[src/rtl/seq_reco_pkg.sv]
// Shared types and constants for the multi-channel stochastic-stream recorrelator.
package seq_reco_pkg;
  typedef enum logic {RECO_POS = 1'b0, RECO_NEG = 1'b1} reco_mode_e;
  typedef enum logic {SIDE_Y = 1'b0, SIDE_X = 1'b1} side_e;
  localparam int DROP_CNT_W = 16;
endpackage

[src/rtl/seq_reco_multi_if.sv]
// Sample/result bundle for seq_reco_multi; overflow signals exist only with SEQ_RECO_OVF_EN.
interface seq_reco_multi_if
  import seq_reco_pkg::*;
#(
  parameter int NCH   = 4,
  parameter int DEPTH = 4
) ();
  localparam int LW = $clog2(DEPTH + 1);

  logic                in_valid;
  logic [NCH-1:0]      x;
  logic [NCH-1:0]      y;
  logic [NCH-1:0]      mode;
  logic                out_valid;
  logic [NCH-1:0]      x_reco;
  logic [NCH-1:0]      y_reco;
  logic [NCH*LW-1:0]   depth_lvl;
`ifdef SEQ_RECO_OVF_EN
  logic                    ovf_clr;
  logic [NCH-1:0]          ovf_sticky;
  logic [NCH*DROP_CNT_W-1:0] drop_cnt;
`endif

  modport master (
    output in_valid, x, y, mode,
`ifdef SEQ_RECO_OVF_EN
    output ovf_clr,
    input  ovf_sticky, drop_cnt,
`endif
    input  out_valid, x_reco, y_reco, depth_lvl
  );

  modport slave (
    input  in_valid, x, y, mode,
`ifdef SEQ_RECO_OVF_EN
    input  ovf_clr,
    output ovf_sticky, drop_cnt,
`endif
    output out_valid, x_reco, y_reco, depth_lvl
  );
endinterface

[src/rtl/seq_reco_lane.sv]
// One recorrelation channel: pairs unmatched X/Y ones up to DEPTH deep, result one cycle after a valid sample.
// No backpressure; in_valid=0 freezes the lane. Drop counting only with SEQ_RECO_OVF_EN.
module seq_reco_lane
  import seq_reco_pkg::*;
#(
  parameter int DEPTH = 4
) (
  input  logic                         clk,
  input  logic                         rst,
  input  logic                         in_valid,
  input  logic                         x,
  input  logic                         y,
  input  logic                         mode,
`ifdef SEQ_RECO_OVF_EN
  input  logic                         ovf_clr,
  output logic                         ovf_sticky,
  output logic [DROP_CNT_W-1:0]        drop_cnt,
`endif
  output logic                         x_reco,
  output logic                         y_reco,
  output logic [$clog2(DEPTH+1)-1:0]   lvl
);
  localparam int SW = $clog2(DEPTH + 1);
  localparam logic [SW-1:0] DMAX = SW'(DEPTH);

  logic [SW-1:0] state, st_eff, nst;
  side_e         sign, nsign;
  reco_mode_e    last_mode;
  logic          a, b, na, nb;
`ifdef SEQ_RECO_OVF_EN
  logic          drop;
`endif

  // Negative mode runs the positive rules on the inverted Y stream.
  always_comb begin
    a      = x;
    b      = y ^ mode;
    st_eff = (reco_mode_e'(mode) != last_mode) ? '0 : state;
    nst    = st_eff;
    nsign  = sign;
    na     = a;
    nb     = b;
`ifdef SEQ_RECO_OVF_EN
    drop   = 1'b0;
`endif
    if (a != b) begin
      if (st_eff == '0) begin
        na    = 1'b0;
        nb    = 1'b0;
        nst   = SW'(1);
        nsign = side_e'(a);
      end else if (side_e'(a) != sign) begin
        na  = 1'b1;
        nb  = 1'b1;
        nst = st_eff - 1'b1;
      end else if (st_eff < DMAX) begin
        na  = 1'b0;
        nb  = 1'b0;
        nst = st_eff + 1'b1;
      end else begin
`ifdef SEQ_RECO_OVF_EN
        drop = 1'b1;
`endif
      end
    end
  end

  always_ff @(posedge clk) begin
    if (rst) begin
      state     <= '0;
      sign      <= SIDE_Y;
      last_mode <= RECO_POS;
      x_reco    <= 1'b0;
      y_reco    <= 1'b0;
    end else if (in_valid) begin
      state     <= nst;
      sign      <= nsign;
      last_mode <= reco_mode_e'(mode);
      x_reco    <= na;
      y_reco    <= nb ^ mode;
    end
  end

`ifdef SEQ_RECO_OVF_EN
  // Clear wins over a drop landing in the same cycle.
  always_ff @(posedge clk) begin
    if (rst || ovf_clr) begin
      ovf_sticky <= 1'b0;
      drop_cnt   <= '0;
    end else if (in_valid && drop) begin
      ovf_sticky <= 1'b1;
      if (drop_cnt != '1) drop_cnt <= drop_cnt + 1'b1;
    end
  end
`endif

  assign lvl = state;
endmodule

[src/rtl/seq_reco_multi.sv]
// NCH independent recorrelation lanes; results and out_valid one cycle after the sample, no backpressure.
// Optional overflow/drop counters enabled by SEQ_RECO_OVF_EN.
module seq_reco_multi
  import seq_reco_pkg::*;
#(
  parameter int NCH   = 4,
  parameter int DEPTH = 4
) (
  input logic              clk,
  input logic              rst,
  seq_reco_multi_if.slave  io
);
  localparam int LW = $clog2(DEPTH + 1);

  logic [NCH-1:0]    xr, yr;
  logic [NCH*LW-1:0] lvl;
`ifdef SEQ_RECO_OVF_EN
  logic [NCH-1:0]            stk;
  logic [NCH*DROP_CNT_W-1:0] dc;
`endif

  for (genvar i = 0; i < NCH; i++) begin : g_lane
    seq_reco_lane #(.DEPTH(DEPTH)) u_lane (
      .clk        (clk),
      .rst        (rst),
      .in_valid   (io.in_valid),
      .x          (io.x[i]),
      .y          (io.y[i]),
      .mode       (io.mode[i]),
`ifdef SEQ_RECO_OVF_EN
      .ovf_clr    (io.ovf_clr),
      .ovf_sticky (stk[i]),
      .drop_cnt   (dc[i*DROP_CNT_W +: DROP_CNT_W]),
`endif
      .x_reco     (xr[i]),
      .y_reco     (yr[i]),
      .lvl        (lvl[i*LW +: LW])
    );
  end

  always_ff @(posedge clk) begin
    if (rst) io.out_valid <= 1'b0;
    else     io.out_valid <= io.in_valid;
  end

  assign io.x_reco    = xr;
  assign io.y_reco    = yr;
  assign io.depth_lvl = lvl;
`ifdef SEQ_RECO_OVF_EN
  assign io.ovf_sticky = stk;
  assign io.drop_cnt   = dc;
`endif
endmodule

[src/flat_wrapper.sv]
// flat-port wrapper written by rule: the top's interface ports become plain ports
module seq_reco_multi_flat import seq_reco_pkg::*;
#(
  parameter int NCH   = 4,
  parameter int DEPTH = 4
)
  (clk, rst, io_in_valid, io_x, io_y, io_mode, io_out_valid, io_x_reco, io_y_reco, io_depth_lvl);
  seq_reco_multi_if #(.NCH(NCH), .DEPTH(DEPTH)) io_i ();
  input logic clk;
  input logic rst;
  input wire logic [$bits(io_i.in_valid)-1:0] io_in_valid;
  input wire logic [$bits(io_i.x)-1:0] io_x;
  input wire logic [$bits(io_i.y)-1:0] io_y;
  input wire logic [$bits(io_i.mode)-1:0] io_mode;
  output wire logic [$bits(io_i.out_valid)-1:0] io_out_valid;
  output wire logic [$bits(io_i.x_reco)-1:0] io_x_reco;
  output wire logic [$bits(io_i.y_reco)-1:0] io_y_reco;
  output wire logic [$bits(io_i.depth_lvl)-1:0] io_depth_lvl;
  assign io_i.in_valid = io_in_valid;
  assign io_i.x = io_x;
  assign io_i.y = io_y;
  assign io_i.mode = io_mode;
  assign io_out_valid = io_i.out_valid;
  assign io_x_reco = io_i.x_reco;
  assign io_y_reco = io_i.y_reco;
  assign io_depth_lvl = io_i.depth_lvl;
  seq_reco_multi #(.NCH(NCH), .DEPTH(DEPTH)) u_core (.clk(clk), .rst(rst), .io(io_i));
endmodule
[config.mk]
export PLATFORM = sky130hd
export DESIGN_NAME = seq_reco_multi_flat
export DESIGN_NICKNAME = d
export VERILOG_FILES = /design/src/rtl/seq_reco_pkg.sv /design/src/rtl/seq_reco_multi_if.sv /design/src/rtl/seq_reco_lane.sv /design/src/rtl/seq_reco_multi.sv /design/src/flat_wrapper.sv
export SDC_FILE = /design/constraint.sdc
export NUM_CORES = 1
export LEC_CHECK = 0
export BUFFER_PORTS_ARGS = -buffer_cell sky130_fd_sc_hd__buf_4
export CELL_PAD_IN_SITES_DETAIL_PLACEMENT = 1
export CELL_PAD_IN_SITES_GLOBAL_PLACEMENT = 2
export CORE_UTILIZATION = 35
export DETAILED_ROUTE_END_ITERATION = 6
export PLACE_DENSITY = 0.92
export SLEW_MARGIN = 25
export SYNTH_ARGS = -nofsm -noshare
export SYNTH_HDL_FRONTEND = slang
export SYNTH_SLANG_ARGS = --single-unit
export TNS_END_PERCENT = 20
[constraint.sdc]
create_clock -name clk -period 4.66 [get_ports clk]
set_input_delay 0.932 -clock clk [delete_from_list [all_inputs] [get_ports clk]]
set_output_delay 0.932 -clock clk [all_outputs]
set_load 0.005 [all_outputs]
* Word level (Yosys, flattened, before mapping) *
Index checks and enable logic that the tools add are counted.

word-level totals
  register bits after elaboration = 29
  output and inout port bits = 21
  word-level logic and storage cells = 113
  input port bits = 15

cells by class
  order comparisons = 4
  multiplexer cells = 52
  $add $sub $neg = 8
  equality and inequality tests = 12
  reductions and logical operators = 8
  bitwise gates (word level) = 8

operators with widths
  kind                                                                 number
  3-bit 2-to-1 mux                                                     20
  1-bit 2-to-1 mux                                                     32
  3-bit by 1-bit adder with 3-bit output (second input constant)       4
  3-bit zero test                                                      4
  3-bit less-than comparator (second input constant)                   4
  1-bit inequality test                                                12
  3-bit AND reduction                                                  4
  3-bit by 1-bit subtractor with 3-bit output (second input constant)  4
  1-bit XOR                                                            8

* Longest topological paths before layout *
  word-level depth = 8
  depth in mapped cells = 10

* Cells and area by module *
From an unflattened synthesis, not the netlist that was laid out.

unflattened totals
  cell total of the unflattened synthesis = 298
  area, all modules = 2421.1 um^2

modules (own cells, without submodules)
  module          cells each  times used  area an instance (um^2)
  seq_reco_lane   74          4           596.8
  seq_reco_multi  2           1           33.8

* Worst setup path before layout *
No wires, ideal clock.

  path kind = input-to-reg
  from = in io_mode[2]
  to = reg u_core.g_lane[2].u_lane.state[1]
  required time = 4589 ps
  arrival = 2544 ps
  cell stages on the path = 9
  path buffers = 2
  setup slack = 2046 ps
  setup time = 71 ps
  cells stage by stage = buf_4 > xnor2_2 > nand2_1 > ha_1 > clkbuf_1 > a211oi_1 > o21ai_0 > a311o_1 > a21oi_1

on the way
  cells in the longest elaborated chain, start to end = 7
  elaborated cells on any way between the ends = 12
  those cells by class = 2 x add/sub; 1 x order compare; 2 x eq/ne; 5 x mux; 1 x bitwise; 1 x reduce/logical

RTL lines
  what                                                                                  line                                      source
  start, declared                                                                       flat_wrapper.sv:14                        input wire logic [$bits(io_i.mode)-1:0] io_mode;
  1-bit inequality test                                                                 seq_reco_lane.sv:38                       st_eff = (reco_mode_e'(mode) != last_mode) ? '0 : state;
  3-bit 2-to-1 mux                                                                      seq_reco_lane.sv:38
  3-bit by 1-bit adder with 3-bit output or 3-bit less-than comparator (tied branches)  seq_reco_lane.sv:59, seq_reco_lane.sv:56
  3-bit 2-to-1 mux                                                                      seq_reco_lane.sv:56                       end else if (st_eff < DMAX) begin
  3-bit 2-to-1 mux                                                                      seq_reco_lane.sv:52                       end else if (side_e'(a) != sign) begin
  3-bit 2-to-1 mux                                                                      seq_reco_lane.sv:47                       if (st_eff == '0) begin
  3-bit 2-to-1 mux (*)                                                                  seq_reco_lane.sv:46                       if (a != b) begin
  end signal, assigned                                                                  seq_reco_lane.sv:76                       state <= nst;
  end, declared                                                                         seq_reco_lane.sv:26                       logic [SW-1:0] state, st_eff, nst;

Mark *: on every way between the ends. The rest lies on a longest branch, timed or not.
A chain may end at the register's enable or synchronous reset.

* Worst setup path in the final report *
  from = in io_mode[1]
  to = reg u_core.g_lane[1].u_lane.state[2]

on the way
  cells in the longest elaborated chain, start to end = 7
  elaborated cells on any way between the ends = 12
  those cells by class = 2 x add/sub; 1 x order compare; 2 x eq/ne; 5 x mux; 1 x bitwise; 1 x reduce/logical

RTL lines
  what                                                                                  line
  1-bit inequality test                                                                 seq_reco_lane.sv:38
  3-bit 2-to-1 mux                                                                      seq_reco_lane.sv:38
  3-bit by 1-bit adder with 3-bit output or 3-bit less-than comparator (tied branches)  seq_reco_lane.sv:59, seq_reco_lane.sv:56
  3-bit 2-to-1 mux                                                                      seq_reco_lane.sv:56
  3-bit 2-to-1 mux                                                                      seq_reco_lane.sv:52
  3-bit 2-to-1 mux                                                                      seq_reco_lane.sv:47
  3-bit 2-to-1 mux (*)                                                                  seq_reco_lane.sv:46
  end signal, assigned                                                                  seq_reco_lane.sv:76
  end, declared                                                                         seq_reco_lane.sv:26

Marked as above.

==> key figures <==
Global routing
  – Largest net degree at the start of global routing: 39
  – First-pass GRT wire length: 10700 um
  – Tot GR Track Use: 18.0%
  – GR Layer Usage met3: 3.40%
  – Antenna violations before repair: 0
  – Total grt overflow: 0
  – Vias in the first global route: 2316
  – Most used routing layer: met2
  – Met2 Usage GRT: 29.5%
  – Grt met1 use: 23.6%

Clock network
  – Post-cts sizing count: 0
  – Num Clock Sinks: 29
  – TritonCTS clock tree: done
  – # hold bufs at CTS: 0
  – Clock buffer count from CTS: 5
  – Max clock buf depth: 2
  – H-tree levels: 2
  – Clock Tree Root: clkbuf_8
  – Post-CTS Setup Repair Bufs: 0
  – Worst-path clk slew: 70 ps
  – Clock Latency Late Sink: 290 ps

Yosys
  – Yosys reg bits: 29
  – Adder-cell area share of the yosys netlist: 2.06%
  – Synth Area in Compound Gates: 29.3%
  – Mux share of post-synthesis cell area: 5.00%
  – Largest family of logic cells by synthesized area: compound AO/OA/AOI/OAI gates
  – Synth Area in Simple Gates: 21.8%
  – Synth Flop Type: dfxtp_1
  – Synthesized instance count: 327
  – Number of enable flip-flop cells after synthesis: 0
  – Library cells used by synthesis: 64
  – Post-Syn Nets: 346
  – Post-synthesis async set-or-reset flop share: 0%
  – Mapped cell area: 2430 um^2
  – Avg Synthesized Cell Area: 7.43 um^2
  – Synth Warn #: 0
  – XOR/XNOR Fraction of Synth Area: 8.55%
  – Post-synthesis sequential area ratio: 23.9%

Cells and area
  – Layout cells sized above 1: 15.3%
  – Area grow syn2layout: 10.6%
  – N_diodes: 0
  – Non-filler cells, final: 411
  – Nets: 352

Timing
  – Slew Viols, Final: 0
  – Final setup violation count: 0
  – Actual slew at the worst max-slew pin: 646 ps
  – Unrepaired setup endpoints after global routing: no
  – Final period utilization: 54.8%
  – Fmax: 0.392 GHz
  – Minimum clock period: 2550 ps
  – Setup TNS: 0 ps
  – Slew headroom: 56.6%
  – Layout Skew: 9.47 ps
  – Hold Fails Final Rpt: 0

Power and ir drop
  – Pwr dens: 255 nW/um^2
  – Max VDD drop: 0.0000838 V
  – Lkg Pwr: 1.06 nW

Placed design
  – I/O Buffers: 35
  – DP HPWL: 4360 um
  – Gp weighted congestion: 0.848
  – Placed cells: 403

Routing
  – Avg WL per Cell: 15.0 um
  – Final antenna-violating net count: 0
  – Initial drt markers: 89
  – Via count: 2376
  – Drt total wl: 6170 um
  – Drt via density: 5.78
  – Total iterations of the first detailed-routing run: 4
  – DRC: 0

Setup path
  – Reg-to-reg startpoint: u_core.g_lane[1].u_lane.last_mode
  – Critical path endpoint category: flip-flop
  – CP Launch Type: input pin
  – Crit path arrival time: 2760 ps
  – Maximum fanout along the worst path: 16
  – Crit path kind: in2reg
  – Critical path required time: 4860 ps
  – Worst Setup SP: io_mode[1]
  – R2R cell count: 8

Job
  – Total of max-cap violations: 0

Hold path
  – Hold depth: 2
  – Worst Hold Launch: u_core.g_lane[0].u_lane.y_reco
  – HP Class: reg2reg

Floorplan
  – Die width: 85.3 um
  – Initial Utilization: 37.2%
  – Count of standard-cell rows: 29
  – Core Area: 6530 um^2
  – Die height: 85.3 um
  – Die area: 7280 um^2
  – Number of I/O pins: 36

Run status
  – Status: complete, no violations
## area by class of cell
type,instances,area (um^2)
fillers,812,3840
multi-input cells,250,1620
flip-flops and latches,29,581
repair buffers,35,263
well taps,77,96.3
clock buffers,6,72.6
inverters,12,45.0
clock inverters,2,10.0
## power breakdown
part / switching [mW] / internal (mW)
logic: 0.107 / 0.0878
registers: 0.0208 / 0.263
clock network: 0.104 / 0.103
total: 0.232 / 0.455
## metal layers
metal | wire [um] | vias to the layer above
met5 | 0 | -
met4 | 92 | 0
met3 | 212 | 8
met2 | 2890 | 42
met1 | 2970 | 1146
li1 | - | 1180
## through the flow
step                cell area [um^2]  hold WS [ps]  power, mW  utilization [%]  setup WS, ps
floorplan                       2430           426      0.436                -          2050
global placement                2600           452      0.480             39.9          1940
detailed placement              2600           455      0.485             39.9          1810
CTS                             2690           474      0.693             41.1          2090
global route                    2690           489      0.732             41.1          1880
finish                          2690           466      0.686             41.1          2110
## synth_stat cells (2+ instances only)
master | count | area share (%)
xnor2_1 | 13 | 4.7
xnor2_2 | 2 | 1.3
a221oi_1 | 2 | 0.72
nand2b_1 | 10 | 2.6
or3_1 | 4 | 1.0
nand4_1 | 2 | 0.52
a21oi_1 | 23 | 4.7
and2_1 | 3 | 0.77
o21ai_0 | 17 | 3.5
o311ai_0 | 3 | 1.1
a311o_1 | 2 | 0.82
a21o_1 | 4 | 1.2
dfxtp_1 | 29 | 24
clkbuf_1 | 18 | 2.8
ha_1 | 4 | 2.1
o221ai_1 | 2 | 0.72
a21boi_0 | 4 | 1.2
nor2_1 | 24 | 3.7
buf_4 | 11 | 3.4
a211o_1 | 2 | 0.72
o41ai_1 | 2 | 0.72
mux2i_1 | 11 | 4.5
nor3_1 | 5 | 1.0
a22oi_1 | 2 | 0.62
o211ai_1 | 3 | 0.93
nand2_1 | 37 | 5.7
buf_2 | 5 | 1.0
nand3_1 | 8 | 1.6
a22o_1 | 2 | 0.72
nor2b_1 | 4 | 1.0
o22ai_1 | 2 | 0.52
and3_1 | 2 | 0.52
o211a_1 | 2 | 0.82
inv_1 | 12 | 1.9
nand4b_1 | 2 | 0.72
a31oi_1 | 6 | 1.5
a211oi_1 | 5 | 1.5
a311oi_1 | 6 | 2.2
xor2_1 | 7 | 2.5
## kinds of logic (layout without fill, tap and decap cells)
group	after synthesis	count (layout)
buffers and inverters	48	55
AND/OR/NAND/NOR	109	109
adder cells (fa/ha/maj)	4	4
flip-flops	29	29
XOR/XNOR	22	22
multiplexers	12	12
AO/OA/AOI/OAI	103	103
## cell usage in the layout, fill, tap and decap left out, types with 10 or more instances in the layout
cell / netlist / layout
mux2i_1: 11 / 11
buf_4: 11 / 35
nor2_1: 24 / 24
a21oi_1: 23 / 23
nand2_1: 37 / 37
o21ai_0: 17 / 17
xnor2_1: 13 / 13
nand2b_1: 10 / 10
inv_1: 12 / 12
dfxtp_1: 29 / 29
## flip-flops by register name, indices dropped and copies added, names as in the netlist
name,count
u_core.g_lane.u_lane.last_mode,4
u_core.g_lane.u_lane.lvl,12
u_core.g_lane.u_lane.sign,4
u_core.g_lane.u_lane.x_reco,4
u_core.io.out_valid,1
u_core.g_lane.u_lane.y_reco,4
## path summary, 6_finish.rpt
check,end,slack (ps)
setup / recovery,u_core.g_lane[1].u_lane.lvl[2],2110
hold / removal,u_core.g_lane[0].u_lane.y_reco,470
setup reg to reg,u_core.g_lane[1].u_lane.lvl[2],2480
hold reg to reg,u_core.g_lane[0].u_lane.y_reco,470
## critical path, cell delays in order
cell	delay, ps
buf_4	170
xnor2_1	350
nand2_1	160
ha_1	310
a21boi_0	170
nand3b_1	190
a21boi_0	260
a21oi_1	70
nor3_1	140
(Power assumes the default switching activity.)
